--- src/rtl/kgd_pkg.sv ---
// Shared constants for the KGD fill engine: KGD register map, CSR bit positions,
// slave register selects and the fill FSM encoding.
package kgd_pkg;

  localparam int AW_DEF = 14;

  localparam logic [2:0] KGD_CSR  = 3'b000;
  localparam logic [2:0] KGD_DATA = 3'b010;
  localparam logic [2:0] KGD_ADDR = 3'b100;
  localparam logic [2:0] KGD_CNT  = 3'b110;

  localparam int CSR_GO    = 0;
  localparam int CSR_ABORT = 1;
  localparam int CSR_IE    = 6;
  localparam int CSR_DONE  = 7;

  // Slave register select, taken from wb_adr_i[2:1]
  localparam logic [1:0] RSEL_CSR   = 2'b00;
  localparam logic [1:0] RSEL_ADDR  = 2'b01;
  localparam logic [1:0] RSEL_COUNT = 2'b10;
  localparam logic [1:0] RSEL_FILL  = 2'b11;

  typedef enum logic [2:0] {
    ST_IDLE,
    ST_SETA,
    ST_WAITA,
    ST_SETD,
    ST_WAITD,
    ST_NEXT,
    ST_FIN
  } state_t;

endpackage

--- src/rtl/kgd_fill_if.sv ---
// Classic Wishbone bundle; one instance is the CPU slave bus, another the KGD master bus.
interface kgd_fill_if;
  logic [2:0]  adr;
  logic [15:0] dat_w;
  logic [15:0] dat_r;
  logic        cyc;
  logic        stb;
  logic        we;
  logic [1:0]  sel;
  logic        ack;

  // KGD is write-only from the engine's point of view, so the master side has no read data
  modport master (output adr, dat_w, cyc, stb, we, sel, input ack);
  modport slave  (input adr, dat_w, cyc, stb, we, sel, output dat_r, ack);
endinterface

--- src/rtl/kgd_fill_regs.sv ---
// Slave register file (CSR/ADDR/COUNT/FILL) with single-cycle ack, plus
// address/count stepping and DONE/irq bookkeeping driven by the fill FSM.
module kgd_fill_regs
  import kgd_pkg::*;
#(
  parameter int AW = AW_DEF
) (
  input  logic          clk,
  input  logic          rst_n,
  kgd_fill_if.slave     wb,
  input  logic          busy,
  input  logic          adv,
  input  logic          set_done,
  output logic          go,
  output logic          abort,
  output logic [AW-1:0] areg,
  output logic [AW-1:0] cnt,
  output logic [7:0]    fill,
  output logic          irq
);

  logic        ack_q;
  logic        ie;
  logic        done;
  logic [15:0] rdat;
  logic [15:0] rdat_q;
  logic        req;
  logic        wr;
  logic        csr_wr;
  logic        addr_wr;
  logic        cnt_wr;
  logic        fill_wr;
  logic        unused_bits;

  assign req     = wb.cyc & wb.stb & ~ack_q;
  assign wr      = req & wb.we;
  assign csr_wr  = wr & (wb.adr[2:1] == RSEL_CSR);
  assign addr_wr = wr & (wb.adr[2:1] == RSEL_ADDR) & ~busy;
  assign cnt_wr  = wr & (wb.adr[2:1] == RSEL_COUNT) & ~busy;
  assign fill_wr = wr & (wb.adr[2:1] == RSEL_FILL) & ~busy;

  // ABORT beats GO when both arrive in the same write
  assign go    = csr_wr & wb.sel[0] & wb.dat_w[CSR_GO] & ~wb.dat_w[CSR_ABORT] & ~busy;
  assign abort = csr_wr & wb.sel[0] & wb.dat_w[CSR_ABORT];

  assign wb.ack   = ack_q;
  assign wb.dat_r = rdat_q;

  assign unused_bits = &{1'b0, wb.adr[0], wb.dat_w[15:AW]};

  always_comb begin
    rdat = '0;
    case (wb.adr[2:1])
      RSEL_CSR:   rdat = {8'h00, done, ie, 5'b00000, busy};
      RSEL_ADDR:  rdat = 16'(areg);
      RSEL_COUNT: rdat = 16'(cnt);
      default:    rdat = {8'h00, fill};
    endcase
  end

  always_ff @(posedge clk or negedge rst_n) begin
    if (!rst_n) begin
      ack_q  <= 1'b0;
      rdat_q <= '0;
      areg   <= '0;
      cnt    <= '0;
      fill   <= '0;
      ie     <= 1'b0;
      done   <= 1'b0;
      irq    <= 1'b0;
    end else begin
      ack_q  <= req;
      rdat_q <= (req & ~wb.we) ? rdat : '0;
      irq    <= done & ie;

      if (addr_wr) begin
        if (wb.sel[0]) areg[7:0]    <= wb.dat_w[7:0];
        if (wb.sel[1]) areg[AW-1:8] <= wb.dat_w[AW-1:8];
      end else if (adv) begin
        areg <= areg + 1'b1;
      end

      if (cnt_wr) begin
        if (wb.sel[0]) cnt[7:0]    <= wb.dat_w[7:0];
        if (wb.sel[1]) cnt[AW-1:8] <= wb.dat_w[AW-1:8];
      end else if (adv) begin
        cnt <= cnt - 1'b1;
      end

      if (fill_wr && wb.sel[0]) fill <= wb.dat_w[7:0];
      if (csr_wr && wb.sel[0])  ie   <= wb.dat_w[CSR_IE];

      if (set_done)    done <= 1'b1;
      else if (csr_wr) done <= 1'b0;
    end
  end

endmodule

--- src/rtl/kgd_fill.sv ---
// Wishbone fill engine: writes the KGD address register then data register
// for every byte of a CPU-programmed run.
//
// state | meaning
// IDLE  | waiting for GO
// SETA  | load master bus with KGD address-register write
// WAITA | address write in flight, wait for ack
// SETD  | bus idle gap, load master bus with KGD data-register write
// WAITD | data write in flight, wait for ack
// NEXT  | step address/count, decide continue or finish
// FIN   | raise DONE
module kgd_fill
  import kgd_pkg::*;
#(
  parameter int         AW       = AW_DEF,
  parameter logic [2:0] KGD_AREG = KGD_ADDR,
  parameter logic [2:0] KGD_DREG = KGD_DATA
) (
  input  logic       wb_clk_i,
  input  logic       wb_rst_n,
  kgd_fill_if.slave  wb,
  kgd_fill_if.master m,
  output logic       irq
);

  state_t        state;
  state_t        state_nx;
  logic          go;
  logic          abort;
  logic          abort_q;
  logic          abort_any;
  logic          busy;
  logic          load_a;
  logic          load_d;
  logic          drop;
  logic [AW-1:0] areg;
  logic [AW-1:0] cnt;
  logic [7:0]    fill;

  assign busy      = (state != ST_IDLE);
  assign abort_any = abort_q | abort;

  kgd_fill_regs #(.AW(AW)) u_regs (
    .clk      (wb_clk_i),
    .rst_n    (wb_rst_n),
    .wb       (wb),
    .busy     (busy),
    .adv      (state == ST_NEXT),
    .set_done (state == ST_FIN),
    .go       (go),
    .abort    (abort),
    .areg     (areg),
    .cnt      (cnt),
    .fill     (fill),
    .irq      (irq)
  );

  always_ff @(posedge wb_clk_i or negedge wb_rst_n) begin
    if (!wb_rst_n) begin
      state   <= ST_IDLE;
      abort_q <= 1'b0;
    end else begin
      state <= state_nx;
      if (state == ST_IDLE) abort_q <= 1'b0;
      else if (abort)       abort_q <= 1'b1;
    end
  end

  always_comb begin
    state_nx = state;
    load_a   = 1'b0;
    load_d   = 1'b0;
    drop     = 1'b0;
    case (state)
      ST_IDLE:  if (go) state_nx = (cnt == '0) ? ST_FIN : ST_SETA;
      ST_SETA:  begin
        if (abort_any) state_nx = ST_FIN;
        else begin
          load_a   = 1'b1;
          state_nx = ST_WAITA;
        end
      end
      ST_WAITA: if (m.ack) begin
        drop     = 1'b1;
        state_nx = abort_any ? ST_FIN : ST_SETD;
      end
      ST_SETD:  begin
        if (abort_any) state_nx = ST_FIN;
        else begin
          load_d   = 1'b1;
          state_nx = ST_WAITD;
        end
      end
      ST_WAITD: if (m.ack) begin
        drop     = 1'b1;
        state_nx = abort_any ? ST_FIN : ST_NEXT;
      end
      ST_NEXT:  state_nx = (abort_any || cnt == AW'(1)) ? ST_FIN : ST_SETA;
      ST_FIN:   state_nx = ST_IDLE;
      default:  state_nx = ST_IDLE;
    endcase
  end

  // Strobe is only raised from a SET state, so back-to-back cycles always get an idle gap
  always_ff @(posedge wb_clk_i or negedge wb_rst_n) begin
    if (!wb_rst_n) begin
      m.cyc   <= 1'b0;
      m.stb   <= 1'b0;
      m.we    <= 1'b0;
      m.adr   <= '0;
      m.dat_w <= '0;
      m.sel   <= '0;
    end else if (load_a) begin
      m.cyc   <= 1'b1;
      m.stb   <= 1'b1;
      m.we    <= 1'b1;
      m.adr   <= KGD_AREG;
      m.dat_w <= 16'(areg);
      m.sel   <= 2'b11;
    end else if (load_d) begin
      m.cyc   <= 1'b1;
      m.stb   <= 1'b1;
      m.we    <= 1'b1;
      m.adr   <= KGD_DREG;
      m.dat_w <= {8'h00, fill};
      m.sel   <= 2'b01;
    end else if (drop) begin
      m.cyc <= 1'b0;
      m.stb <= 1'b0;
      m.we  <= 1'b0;
    end
  end

endmodule

--- src/flat_wrapper.sv ---
// flat-port wrapper written by rule: the top's interface ports become plain ports
module kgd_fill_flat import kgd_pkg::*;
#(
  parameter int         AW       = AW_DEF,
  parameter logic [2:0] KGD_AREG = KGD_ADDR,
  parameter logic [2:0] KGD_DREG = KGD_DATA
)
  (wb_clk_i, wb_rst_n, irq, wb_adr, wb_dat_w, wb_cyc, wb_stb, wb_we, wb_sel, wb_dat_r, wb_ack, m_adr, m_dat_w, m_cyc, m_stb, m_we, m_sel, m_ack);
  kgd_fill_if wb_i ();
  kgd_fill_if m_i ();
  input  logic wb_clk_i;
  input  logic wb_rst_n;
  output logic irq;
  input wire logic [$bits(wb_i.adr)-1:0] wb_adr;
  input wire logic [$bits(wb_i.dat_w)-1:0] wb_dat_w;
  input wire logic [$bits(wb_i.cyc)-1:0] wb_cyc;
  input wire logic [$bits(wb_i.stb)-1:0] wb_stb;
  input wire logic [$bits(wb_i.we)-1:0] wb_we;
  input wire logic [$bits(wb_i.sel)-1:0] wb_sel;
  output wire logic [$bits(wb_i.dat_r)-1:0] wb_dat_r;
  output wire logic [$bits(wb_i.ack)-1:0] wb_ack;
  output wire logic [$bits(m_i.adr)-1:0] m_adr;
  output wire logic [$bits(m_i.dat_w)-1:0] m_dat_w;
  output wire logic [$bits(m_i.cyc)-1:0] m_cyc;
  output wire logic [$bits(m_i.stb)-1:0] m_stb;
  output wire logic [$bits(m_i.we)-1:0] m_we;
  output wire logic [$bits(m_i.sel)-1:0] m_sel;
  input wire logic [$bits(m_i.ack)-1:0] m_ack;
  assign wb_i.adr = wb_adr;
  assign wb_i.dat_w = wb_dat_w;
  assign wb_i.cyc = wb_cyc;
  assign wb_i.stb = wb_stb;
  assign wb_i.we = wb_we;
  assign wb_i.sel = wb_sel;
  assign wb_dat_r = wb_i.dat_r;
  assign wb_ack = wb_i.ack;
  assign m_adr = m_i.adr;
  assign m_dat_w = m_i.dat_w;
  assign m_cyc = m_i.cyc;
  assign m_stb = m_i.stb;
  assign m_we = m_i.we;
  assign m_sel = m_i.sel;
  assign m_i.ack = m_ack;
  kgd_fill #(.AW(AW), .KGD_AREG(KGD_AREG), .KGD_DREG(KGD_DREG)) u_core (.wb_clk_i(wb_clk_i), .wb_rst_n(wb_rst_n), .wb(wb_i), .m(m_i), .irq(irq));
endmodule
--- config.mk ---
export PLATFORM = sky130hd
export DESIGN_NAME = kgd_fill_flat
export DESIGN_NICKNAME = d
export VERILOG_FILES = /design/src/rtl/kgd_pkg.sv /design/src/rtl/kgd_fill_if.sv /design/src/rtl/kgd_fill_regs.sv /design/src/rtl/kgd_fill.sv /design/src/flat_wrapper.sv
export SDC_FILE = /design/constraint.sdc
export NUM_CORES = 1
export LEC_CHECK = 0
export BUFFER_PORTS_ARGS = -buffer_cell sky130_fd_sc_hd__buf_4
export CORE_MARGIN = 10
export CORE_UTILIZATION = 55
export DETAILED_ROUTE_END_ITERATION = 12
export PLACE_DENSITY = 0.78
export SYNTH_ARGS = -nofsm -noshare
export SYNTH_HDL_FRONTEND = slang
export SYNTH_HIERARCHICAL = 1
export SYNTH_SLANG_ARGS = --single-unit
--- constraint.sdc ---
create_clock -name wb_clk_i -period 2.4 [get_ports wb_clk_i]
set_input_delay 0.48 -clock wb_clk_i [delete_from_list [all_inputs] [get_ports wb_clk_i]]
set_output_delay 0.48 -clock wb_clk_i [all_outputs]
set_load 0.01 [all_outputs]
# Word level (Yosys, flattened, before mapping)
# Index checks and enable logic that the tools add are counted.
# op_classes
add_sub_neg,2
multipliers,0
div,0
order_cmp,0
n_eq_ne,17
shifts,0
mux,36
n_bitwise,22
n_reduce_logical,19
# op_table
cell,n
14-bit two-way mux,4
16-bit two-way mux,3
14-bit case mux with 3 select lines,1
3-bit two-way mux,9
3-bit case mux with 6 select lines,1
1-bit AND,17
"14-bit by 1-bit adder with 14-bit output, second input constant",1
"14-bit by 1-bit equality test with 1-bit output, second input constant",1
14-bit logical NOT,1
"14-bit by 1-bit subtractor with 14-bit output, second input constant",1
1-bit two-way mux,12
"2-bit != test, second input constant",6
2-bit nonzero test,5
"3-bit equality test, second input constant",3
2-bit two-way mux,4
8-bit two-way mux,1
2-bit AND reduction,4
"3-bit by 2-bit equality test with 1-bit output, second input constant",2
6-bit two-way mux,1
3-bit nonzero test,2
"2-bit equality test, second input constant",2
1-bit NOT,4
"3-bit by 1-bit equality test with 1-bit output, second input constant",1
3-bit logical NOT,1
other kinds (8),9
# totals
ff_bits,82
latchBits,0
ramBits,0
romBits,0
inputBits,27
out_inout_bits,42
memories,0

# Longest topological paths before layout
# Gate-level depths: netlist (run 1).
# logic_depth
ltp_word,11
ltp_mapped,10

# Hierarchy
# Netlist (run 1), hierarchy kept.
# by_module_without_submodules
module,n_inst,cells_each,area_each_um2,seq_area_each_um2
kgd_fill_regs,1,301,2926.6,1351.3
kgd_fill,1,132,1237.4,550.5

# Worst setup path after synthesis (run 1)
# OpenSTA, ideal clock, no wires.
# synth_path
kind,reg2reg
start,register u_core.state[2]
end,register u_core.u_regs.areg[13]
t_arrival_ps,1917
required_ps,2263
path_slack_ps,346
path_stages_with_launch,9
synth_period_minus_slack_ps,2054
cell_sequence,dfrtp_1 buf_6 nand2_1 nor2_2 and3_1 or3b_1 nor3_1 xnor2_1 a21oi_1
# synth_between
elab_chain_len,5
# synth_lines
item,line_no,rtl
from (decl),kgd_fill.sv:26,state_t state;
from (signal assigned),kgd_fill.sv:63,state <= state_nx;
3-bit nonzero test,kgd_fill.sv:40,assign busy = (state != ST_IDLE);
1-bit NOT,kgd_fill_regs.sv:38,assign addr_wr = wr & (wb.adr[2:1] == RSEL_ADDR) & ~busy;
1-bit AND,kgd_fill_regs.sv:38,
2-bit != test (no source line) or 2-bit nonzero test (tied branches),--,
2-bit AND reduction (no source line),--,
"to (signal, indexed assignment)",kgd_fill_regs.sv:78,if (wb.sel[1]) areg[AW-1:8] <= wb.dat_w[AW-1:8];
to (signal assigned),kgd_fill_regs.sv:80,areg <= areg + 1'b1;
to (decl),kgd_fill_regs.sv:16,"output logic [AW-1:0] areg,"
# Several ways; a longest one is shown, not always the timed one.
# A chain may end at the register's enable or synchronous reset.

# Worst setup path in the final report (run 1)
# layout_path
start,register u_core.state[2]
end,register u_core.u_regs.cnt[4]
# layout_between
elab_chain_len,5
# layout_lines
item,line_no,rtl
3-bit nonzero test *,kgd_fill.sv:40,
named net u_core.busy,kgd_fill.sv:32,logic busy;
1-bit NOT *,kgd_fill_regs.sv:39,assign cnt_wr = wr & (wb.adr[2:1] == RSEL_COUNT) & ~busy;
1-bit AND *,kgd_fill_regs.sv:39,
2-bit != test (no source line) or 2-bit nonzero test (tied branches),--,
2-bit AND reduction (no source line),--,
to (signal assigned),kgd_fill_regs.sv:84,if (wb.sel[0]) cnt[7:0] <= wb.dat_w[7:0];
"to (signal, indexed assignment)",kgd_fill_regs.sv:85,if (wb.sel[1]) cnt[AW-1:8] <= wb.dat_w[AW-1:8];
to (signal assigned),kgd_fill_regs.sv:87,cnt <= cnt - 1'b1;
to (decl),kgd_fill_regs.sv:17,"output logic [AW-1:0] cnt,"
# The timed path passes the listed nets; every way through them passes the cells marked *.

==> results of run 1 <==
-- final timing paths --
path	slack, ps	end	cells past startpoint	startpoint
hold reg to reg	470	u_core/m.dat_w[12]	2	u_core/m.dat_w[12]
hold / removal	130	u_core/m.sel[1]	1	wb_rst_n
min in group wb_clk_i	350	u_core/u_regs/areg[8]	3	wb_dat_w[8]
setup / recovery	170	u_core/u_regs/cnt[4]	8	u_core/state[2]
setup reg to reg	170	u_core/u_regs/cnt[4]	8	u_core/state[2]
max in group asynchronous	1700	u_core/u_regs/wb.dat_r[9]	2	wb_rst_n
-- routing by layer --
metal	wire length [um]	GRT usage, %
met5	0	0
met4	250	8.70
met3	914	5.33
met2	5200	31.2
met1	4800	25.1
-- sequential cells by signal, summed over array words and instances, names as in the netlist --
| name | cells |
|---|---|
| u_core/m.adr | 1 |
| u_core/u_regs/fill | 8 |
| u_core/m.dat_w | 14 |
| u_core/u_regs/irq | 1 |
| u_core/state | 3 |
| u_core/u_regs/done | 1 |
| u_core/u_regs/wb.ack | 1 |
| u_core/m.sel | 2 |
| u_core/u_regs/areg | 14 |
| u_core/m.we | 1 |
| u_core/u_regs/cnt | 14 |
| u_core/abort_q | 1 |
| u_core/u_regs/wb.dat_r | 14 |
| u_core/u_regs/ie | 1 |
-- kinds of logic after synthesis --
logic type               after synthesis  share of synthesized area (%)
other                                  2                          0.180
flip-flops                            76                           45.7
multiplexers                          24                           7.15
AND/OR/NAND/NOR                      191                           24.7
XOR/XNOR                               2                          0.421
AO/OA/AOI/OAI                         96                           15.2
adder cells (fa/ha/maj)                3                          0.871
buffers and inverters                 39                           5.74
-- cell usage in the layout (no fill, tap or decap), types with 8 or more instances in the layout --
cell,netlist,layout
nor2b_1,9,9
nand2_1,55,55
o21ai_0,19,19
nor3_1,17,17
nor2_1,47,47
a22oi_1,11,11
nand3b_1,9,9
mux2_2,13,13
dfrtp_1,76,76
a21oi_1,21,21
buf_4,9,77
nand3_1,9,9
inv_1,9,9
mux2i_1,8,8
a211oi_1,10,10
clkbuf_8,0,9
-- power by group --
group / switching (mW) / internal [mW] / total (mW)
sequential: 0.349 / 1.59 / 1.94
combinational: 0.603 / 0.589 / 1.19
clock: 0.486 / 0.581 / 1.07
-- final cells by class --
class,count,area [um2]
clock buffers,9,124
clock inverters,6,90.1
fillers,594,2380
inverters,10,37.5
multi-input cells,321,2030
flip-flops and latches,76,1900
well taps,99,124
repair buffers,78,598
-- metrics by stage --
step / utilization, % / std cells
after detailed placement: 64.4 / 584
after floorplan: - / 436
after global routing: 67.3 / 599
final: 67.3 / 599
after global placement: 64.4 / 584
after CTS: 67.3 / 599
==> out/summary.txt, run 1 <==
Vias - 3613
Sequential share of the synthesized area - 45.7%
Main flop type after synthesis - dfrtp_1
Worst Path Buf+Inv - 2
DR WL/cell - 18.6 um
Fin crit period - 2230 ps
Most used cell, CP - nor2_1
Crit path DAT - 2450 ps
Async set-or-reset flop fraction in the synthesized netlist - 100%
Top Ports - 69
Slew @ Worst Pin - 600 ps
ANT cells - 0
Initial antenna violation count - 0
Placed Area - 4700 um2
Setup WS pre-CTS - 240 ps
Post-CTS setup buffer count - 0
Vias/cell - 6.03
Post-synth EDFFs - 0
Critical path's largest stage delay - 500 ps
Crit Path Max Fanout - 12
Dpl hpwl - 8.29 mm
Clock Path Buffers - 2
Hold Fails Final Rpt - 0
Design area - 4910 um2
Global-route wire length before repair - 18.4 mm
Area grow syn2layout - 17.9%
LEAKAGE - 2.19 nW
Critical Path RT - 2620 ps
Endpoints failing setup - 0
Synth top area cells - dfrtp_1 (46%), nand2_1 (5.0%), nor2_1 (4.2%)
Status - finished clean
Hold/Removal Path Class - in2async
Yosys warns - 6
Yosys top cell by area - dfrtp_1
Setup ws final - 169 ps
Family with the most delay on the worst path - simple AND/OR/NAND/NOR gates
Clock Sinks - 76
Vias in the first global route - 3624
Critical Path End Type - flop
IO buf count - 60
GPL Wtd Cong - 0.910
Synth top area share - 45.7%
RSZ-0062 raised after global routing - false
Drc violations - 0
Max-cap violations - 0
Nets - 525
GRT Total Usage - 19.9%
Starting Density - 57.1%
PwrDens - 856 nW/um2
Layout cells sized above 1 - 25.6%
DR pass1 iterations - 5
Cell with the most instances after synthesis - dfrtp_1
Core area - 7290 um2
Initial DRC count - 225
Critical Path Slowest Stage Cell - dfrtp_1
Clock Pin Slew Worst Setup and Hold Paths - 80 ps
Die Wd - 107 um
Total power - 4.20 mW
Clk Latency, worst-skew pair - 350 ps
Root buf cell - clkbuf_8
Post-Route WL - 11.2 mm
Die area - 11500 um2
CTS tree - done
Number of H-tree levels - 3
Hold-fix buffers, CTS - 0
Setup Skew - 8.49 ps
Worst rel slew slack - 60.0%
Post-CTS sizing - 0
Synth Cell Area - 4160 um2
Max frequency - 448 MHz
Count of cell types in the netlist - 67
Total Negative Setup Slacks - 0 ps
# rows - 31
Num CTS Buffers - 9
Die Height - 107 um
Critical Setup Path Class - reg2reg
Synth top cells by count - dfrtp_1 (76), nand2_1 (55), nor2_1 (47), a21oi_1 (21), o21ai_0 (19)
Flops & latches, synth - 76
CP startpoint kind - flop
Critical-path cell list - nor3_2 -> inv_2 -> nand4bb_1 -> nor2_1 -> buf_4 -> nor2_1 -> a221oi_1 -> a311oi_1
Cell count after synthesis - 433
Post-Syn Area per Cell - 9.62 um2
Routed Antenna Nets - 0
Hold Slack - 129 ps
Max-slew violation count - 0
Fin crit share - 92.9%
Grt total ovfl - 0
Largest net degree at the start of global routing - 47
Max IR drop VDD - 408 uV
Power figures use the tool's default switching activity.
==> run 2, diff against run 1 <==
Clock period 2.4 ns to 2.2 ns, I/O delays scaled along.
==> run 2 against run 1 <==
Cell area increased by 2.7%. Setup slack worse by 28 ps. Via count up 3.3%. Count of clock-buffer cells in the layout unchanged. Cell count is 1.3% higher. Sequential power up 8%. First-iteration DRC count grew 4.9%. Critical path type unchanged.
==> out/summary.txt, run 2 (same netlist as run 1, synthesis figures left out) <==
Status - finished clean
Clock Path Buffers - 2
LEAKAGE - 2.24 nW
ANT cells - 0
Vias/cell - 6.15
Most used cell, CP - or4_4
Num CTS Buffers - 9
Die Height - 107 um
Crit path DAT - 2310 ps
Layout cells sized above 1 - 28.0%
Max IR drop VDD - 467 uV
Starting Density - 57.1%
Dpl hpwl - 8.32 mm
Filler Cell Count - 590
Hold-fix buffers, CTS - 0
Clk Latency, worst-skew pair - 350 ps
IO buf count - 60
Max-cap violations - 0
DR WL/cell - 18.5 um
Initial antenna violation count - 0
GRT Total Usage - 19.7%
Critical Path End Type - flop
Worst rel slew slack - 62.0%
Fin crit share - 93.6%
RSZ-0062 raised after global routing - false
Post-Route WL - 11.2 mm
Core area - 7290 um2
Die Wd - 107 um
Most frequent cells in the layout - buf_4 (84), dfrtp_1 (74), nand2_1 (54)
Post-Route Utilization - 69.1%
Fin crit period - 2060 ps
Vias in the first global route - 3641
Setup WS pre-CTS - 116 ps
Initial DRC count - 236
Total power - 4.78 mW
Nets - 533
Critical Setup Path Class - reg2reg
Critical Path Slowest Stage Cell - or4_4
GPL Wtd Cong - 0.927
Die area - 11500 um2
CTS tree - done
Most common cell after layout, fill and taps aside - buf_4
DR pass1 iterations - 5
Top Ports - 69
# rows - 31
Critical path's largest stage delay - 560 ps
CP startpoint kind - flop
Hold Slack - 47.3 ps
Root buf cell - clkbuf_8
Max frequency - 486 MHz
Clock Pin Slew Worst Setup and Hold Paths - 90 ps
Worst Path Buf+Inv - 0
Global-route wire length before repair - 18.1 mm
Setup Skew - 12.4 ps
Area grow syn2layout - 21.1%
Family with the most delay on the worst path - simple AND/OR/NAND/NOR gates
Endpoints failing setup - 0
Largest net degree at the start of global routing - 41
Grt total ovfl - 0
Critical-path cell list - or4_4 -> or4_4 -> o31ai_2 -> a21oi_1 -> a311oi_1
Slew @ Worst Pin - 571 ps
Hold/Removal Path Class - in2async
Critical Path RT - 2450 ps
Routed Antenna Nets - 0
Number of H-tree levels - 3
Crit Path Max Fanout - 5
Clock Sinks - 76
Hold Fails Final Rpt - 0
PwrDens - 949 nW/um2
Vias - 3734
Drc violations - 0
Setup ws final - 141 ps
Total Negative Setup Slacks - 0 ps
Max-slew violation count - 0
-- run 2: layout make-up --
type,instances,area (um2),area share (%)
clock buffer,9,124,2.46
clock inverter,6,114,2.26
timing repair buffer,86,671,13.3
inverter,10,37.5,0.745
sequential,76,1900,37.8
tap,99,124,2.46
multi-input combinational,321,2070,41.0
-- run 2: metrics by stage --
stage          instance area, um2  instances
3_3_place_gp                 4770        592
2_1_floorplan                4180        436
3_5_place_dp                 4770        592
4_1_cts                      5010        607
6_report                     5040        607
5_1_grt                      5040        607
-- run 2: final timing paths --
path | start | to | slack, ps | depth (start not counted)
worst min-delay path | wb_rst_n | u_core/m.sel[0] | 50 | 1
max in group asynchronous | wb_rst_n | u_core/u_regs/fill[3] | 1560 | 2
worst max-delay path | u_core/u_regs/cnt[8] | u_core/u_regs/cnt[13] | 140 | 5
worst min register to register | u_core/m.sel[0] | u_core/m.sel[0] | 480 | 1
min in group wb_clk_i | wb_dat_w[8] | u_core/u_regs/areg[8] | 320 | 3
worst max register to register | u_core/u_regs/cnt[8] | u_core/u_regs/cnt[13] | 140 | 5
-- run 2: power breakdown --
group | total, mW | internal [mW] | switching, mW
clock network | 1.30 | 0.749 | 0.547
logic | 1.39 | 0.691 | 0.698
registers | 2.10 | 1.74 | 0.358
total | 4.78 | 3.18 | 1.60
-- run 2: what timing repair did --
| item | CTS | global route |
|---|---|---|
| gates resized for setup | 0 | 7 |
| buffers inserted | 0 | 0 |
| endpoints found under the setup margin | 0 | 17 |
-- run 2: per-layer routing --
layer	part of all wire (%)	global-route usage, %
met2	48	31.4
met5	0	0
met4	2.1	8.32
met3	8.0	5.87
met1	42	24.5
-- run 2: worst reg2reg max path, stage by stage (launching register included) --
cell	delay [ps]
dfrtp_1	390
or4_4	560
or4_4	460
o31ai_2	180
a21oi_1	100
a311oi_1	270
==> run 3, diff against run 2 <==
Settings changed: ABC_AREA set to 1.
==> run 3 against run 2 <==
Sequential share of layout area down 0.95 points. Wire length up 7.7%. Maximum frequency up 4.7%. Clock skew down 3.1 ps. Critical path type unchanged. Largest cell class unchanged. Largest power group is now combinational logic.
==> out/summary.txt, run 3 <==
Synth Area in Simple Gates - 38.0%
Synth Area in Adders - 0.561%
Synth top area cells - dfrtp_1 (43%), nand2_1 (20%), nand3_1 (7.4%)
Num CTS Buffers - 9
Yosys top cell by area - dfrtp_1
Main flop type after synthesis - dfrtp_1
Initial antenna violation count - 0
Largest family of logic cells by synthesized area - simple AND/OR/NAND/NOR gates
Post-Syn Area per Cell - 7.19 um2
Clk Latency, worst-skew pair - 360 ps
Flops & latches, synth - 76
Total Negative Setup Slacks - 0 ps
R2R Path Start - u_core/state[2]
CP startpoint kind - flop
Routed Antenna Nets - 0
Setup Skew - 9.31 ps
Vias in the first global route - 3974
Post-synthesis mux area share - 0%
Most common cell after layout, fill and taps aside - nand2_1
Die Wd - 110 um
Post-CTS setup buffer count - 0
Critical Path End Type - flop
Grt total ovfl - 0
Nets - 712
Synth Cell Area - 4460 um2
Drc violations - 0
Async set-or-reset flop fraction in the synthesized netlist - 100%
ANT cells - 0
Yosys warns - 6
Design area - 5160 um2
DR pass1 iterations - 5
Hold/Removal Path Class - in2async
RSZ-0062 raised after global routing - false
DR WL/cell - 15.3 um
Post-Route WL - 12.1 mm
Worst rel slew slack - 62.8%
Post-Route Utilization - 66.1%
Critical Path RT - 2440 ps
Slew @ Worst Pin - 555 ps
# rows - 32
Placed Area - 4960 um2
Sequential share of the synthesized area - 42.7%
IO buf count - 60
GRT Total Usage - 20.7%
Post-synthesis compound-gate area fraction - 7.69%
Hold Fails Final Rpt - 0
Clock Path Buffers - 2
Fin crit period - 1970 ps
LEAKAGE - 2.84 nW
Max-cap violations - 0
Fin crit share - 89.3%
Critical Setup Path Class - reg2reg
Initial DRC count - 262
Status - finished clean
Critical R2R Capture - u_core/u_regs/areg[3]
Cell count after synthesis - 620
Area grow syn2layout - 15.9%
Count of cell types in the netlist - 39
Hold Slack - 23.0 ps
Global-route wire length before repair - 19.7 mm
GPL Wtd Cong - 0.938
Clock Pin Slew Worst Setup and Hold Paths - 80 ps
PwrDens - 1060 nW/um2
Synth top cells by count - nand2_1 (233), dfrtp_1 (76), inv_1 (70), nand3_1 (66), nor2_1 (56)
Max-slew violation count - 0
DP Cell Count - 774
Non-Filler Instances - 790
Synth top area share - 42.7%
Root buf cell - clkbuf_8
Clock Sinks - 76
Crit Path Max Fanout - 21
Crit path DAT - 2210 ps
Die area - 12100 um2
Most frequent cells in the layout - nand2_1 (233), dfrtp_1 (76), inv_1 (69)
Die Height - 110 um
Max frequency - 509 MHz
Dpl hpwl - 9.19 mm
Reg2Reg Depth - 9
Max IR drop VDD - 558 uV
Largest net degree at the start of global routing - 44
Vias - 4283
Flop-to-flop setup slack - 230 ps
Top Ports - 69
Post-synth EDFFs - 0
Endpoints failing setup - 0
Cell with the most instances after synthesis - nand2_1
Starting Density - 57.1%
Vias/cell - 5.42
Layout cells sized above 1 - 16.9%
XOR/XNOR Fraction of Synth Area - 0.983%
CTS tree - done
Core area - 7810 um2
Number of H-tree levels - 3
run 3: cell count changes in the layout (fill, tap and decap cells not counted), sizes merged, moves of 13 or more:
cell and change:
buf -20, a21oi -16, nand2 +185, nand3 +62, nor3 -18, mux2 -13
inv +67
run 3: worst max-delay path by stage:
stage,start,endpoint,depth (start not counted)
6_report,u_core/state[2],u_core/u_regs/areg[3],9
2_1_floorplan,u_core/u_regs/wb.ack,u_core/m.dat_w[13],10
3_3_place_gp,u_core/state[1],u_core/u_regs/areg[2],9
5_1_grt,u_core/state[2],u_core/u_regs/areg[3],9
3_5_place_dp,u_core/state[2],u_core/u_regs/areg[7],9
4_1_cts,u_core/state[2],u_core/u_regs/areg[7],9
run 3: layer usage:
layer  up-vias  part of all wire (%)  global-route usage, %
met1      1994                    41                   26.9
met5         -                     0                      0
met3        27                   7.9                   4.00
met4         0                   2.1                   7.34
met2       187                    49                   33.6
li1       2075                     -                      -
run 3: worst max-delay path, cell delays in order (launching register included):
cell	delay, ps
dfrtp_1	450
inv_1	110
nand2_1	210
inv_2	150
nand3_4	250
clkinv_2	200
nand2_2	220
nand2_4	110
nand2_1	80
nand2_1	60
run 3: kinds of logic after synthesis:
| kind of cell | after synthesis |
|---|---|
| adders and majority gates | 2 |
| xor gates and xnor gates | 5 |
| AOI/OAI and AO/OA | 55 |
| buffers and inverters | 96 |
| and+or+nand+nor | 384 |
| DFF | 76 |
| other | 2 |
run 3: final cells by class:
type	count	area, um2
Clock inverter	5	60.1
Tap cell	102	128
Fill cell	693	2640
Sequential cell	76	1900
Clock buffer	11	141
Inverter	79	300
Multi-Input combinational cell	451	2120
Timing Repair Buffer	66	508
run 3: power by group:
group | leakage (nW) | internal (mW) | total (mW) | switching (mW)
registers | 1.02 | 1.73 | 2.12 | 0.390
clock network | 0.0999 | 0.560 | 1.10 | 0.536
logic | 1.73 | 0.824 | 2.25 | 1.42
run 3: repair_timing:
action,in CTS,in global routing
setup endpoints to repair,0,14
hold buffers,0,0
resized for setup,0,1
run 3: through the flow:
| stage | setup slack, ps | total power, mW |
|---|---|---|
| finish | 234 | 5.46 |
| CTS | 165 | 5.45 |
| global placement | 246 | 4.26 |
| detailed placement | 177 | 4.35 |
| global route | 10.5 | 5.92 |
| floorplan | 423 | 3.68 |
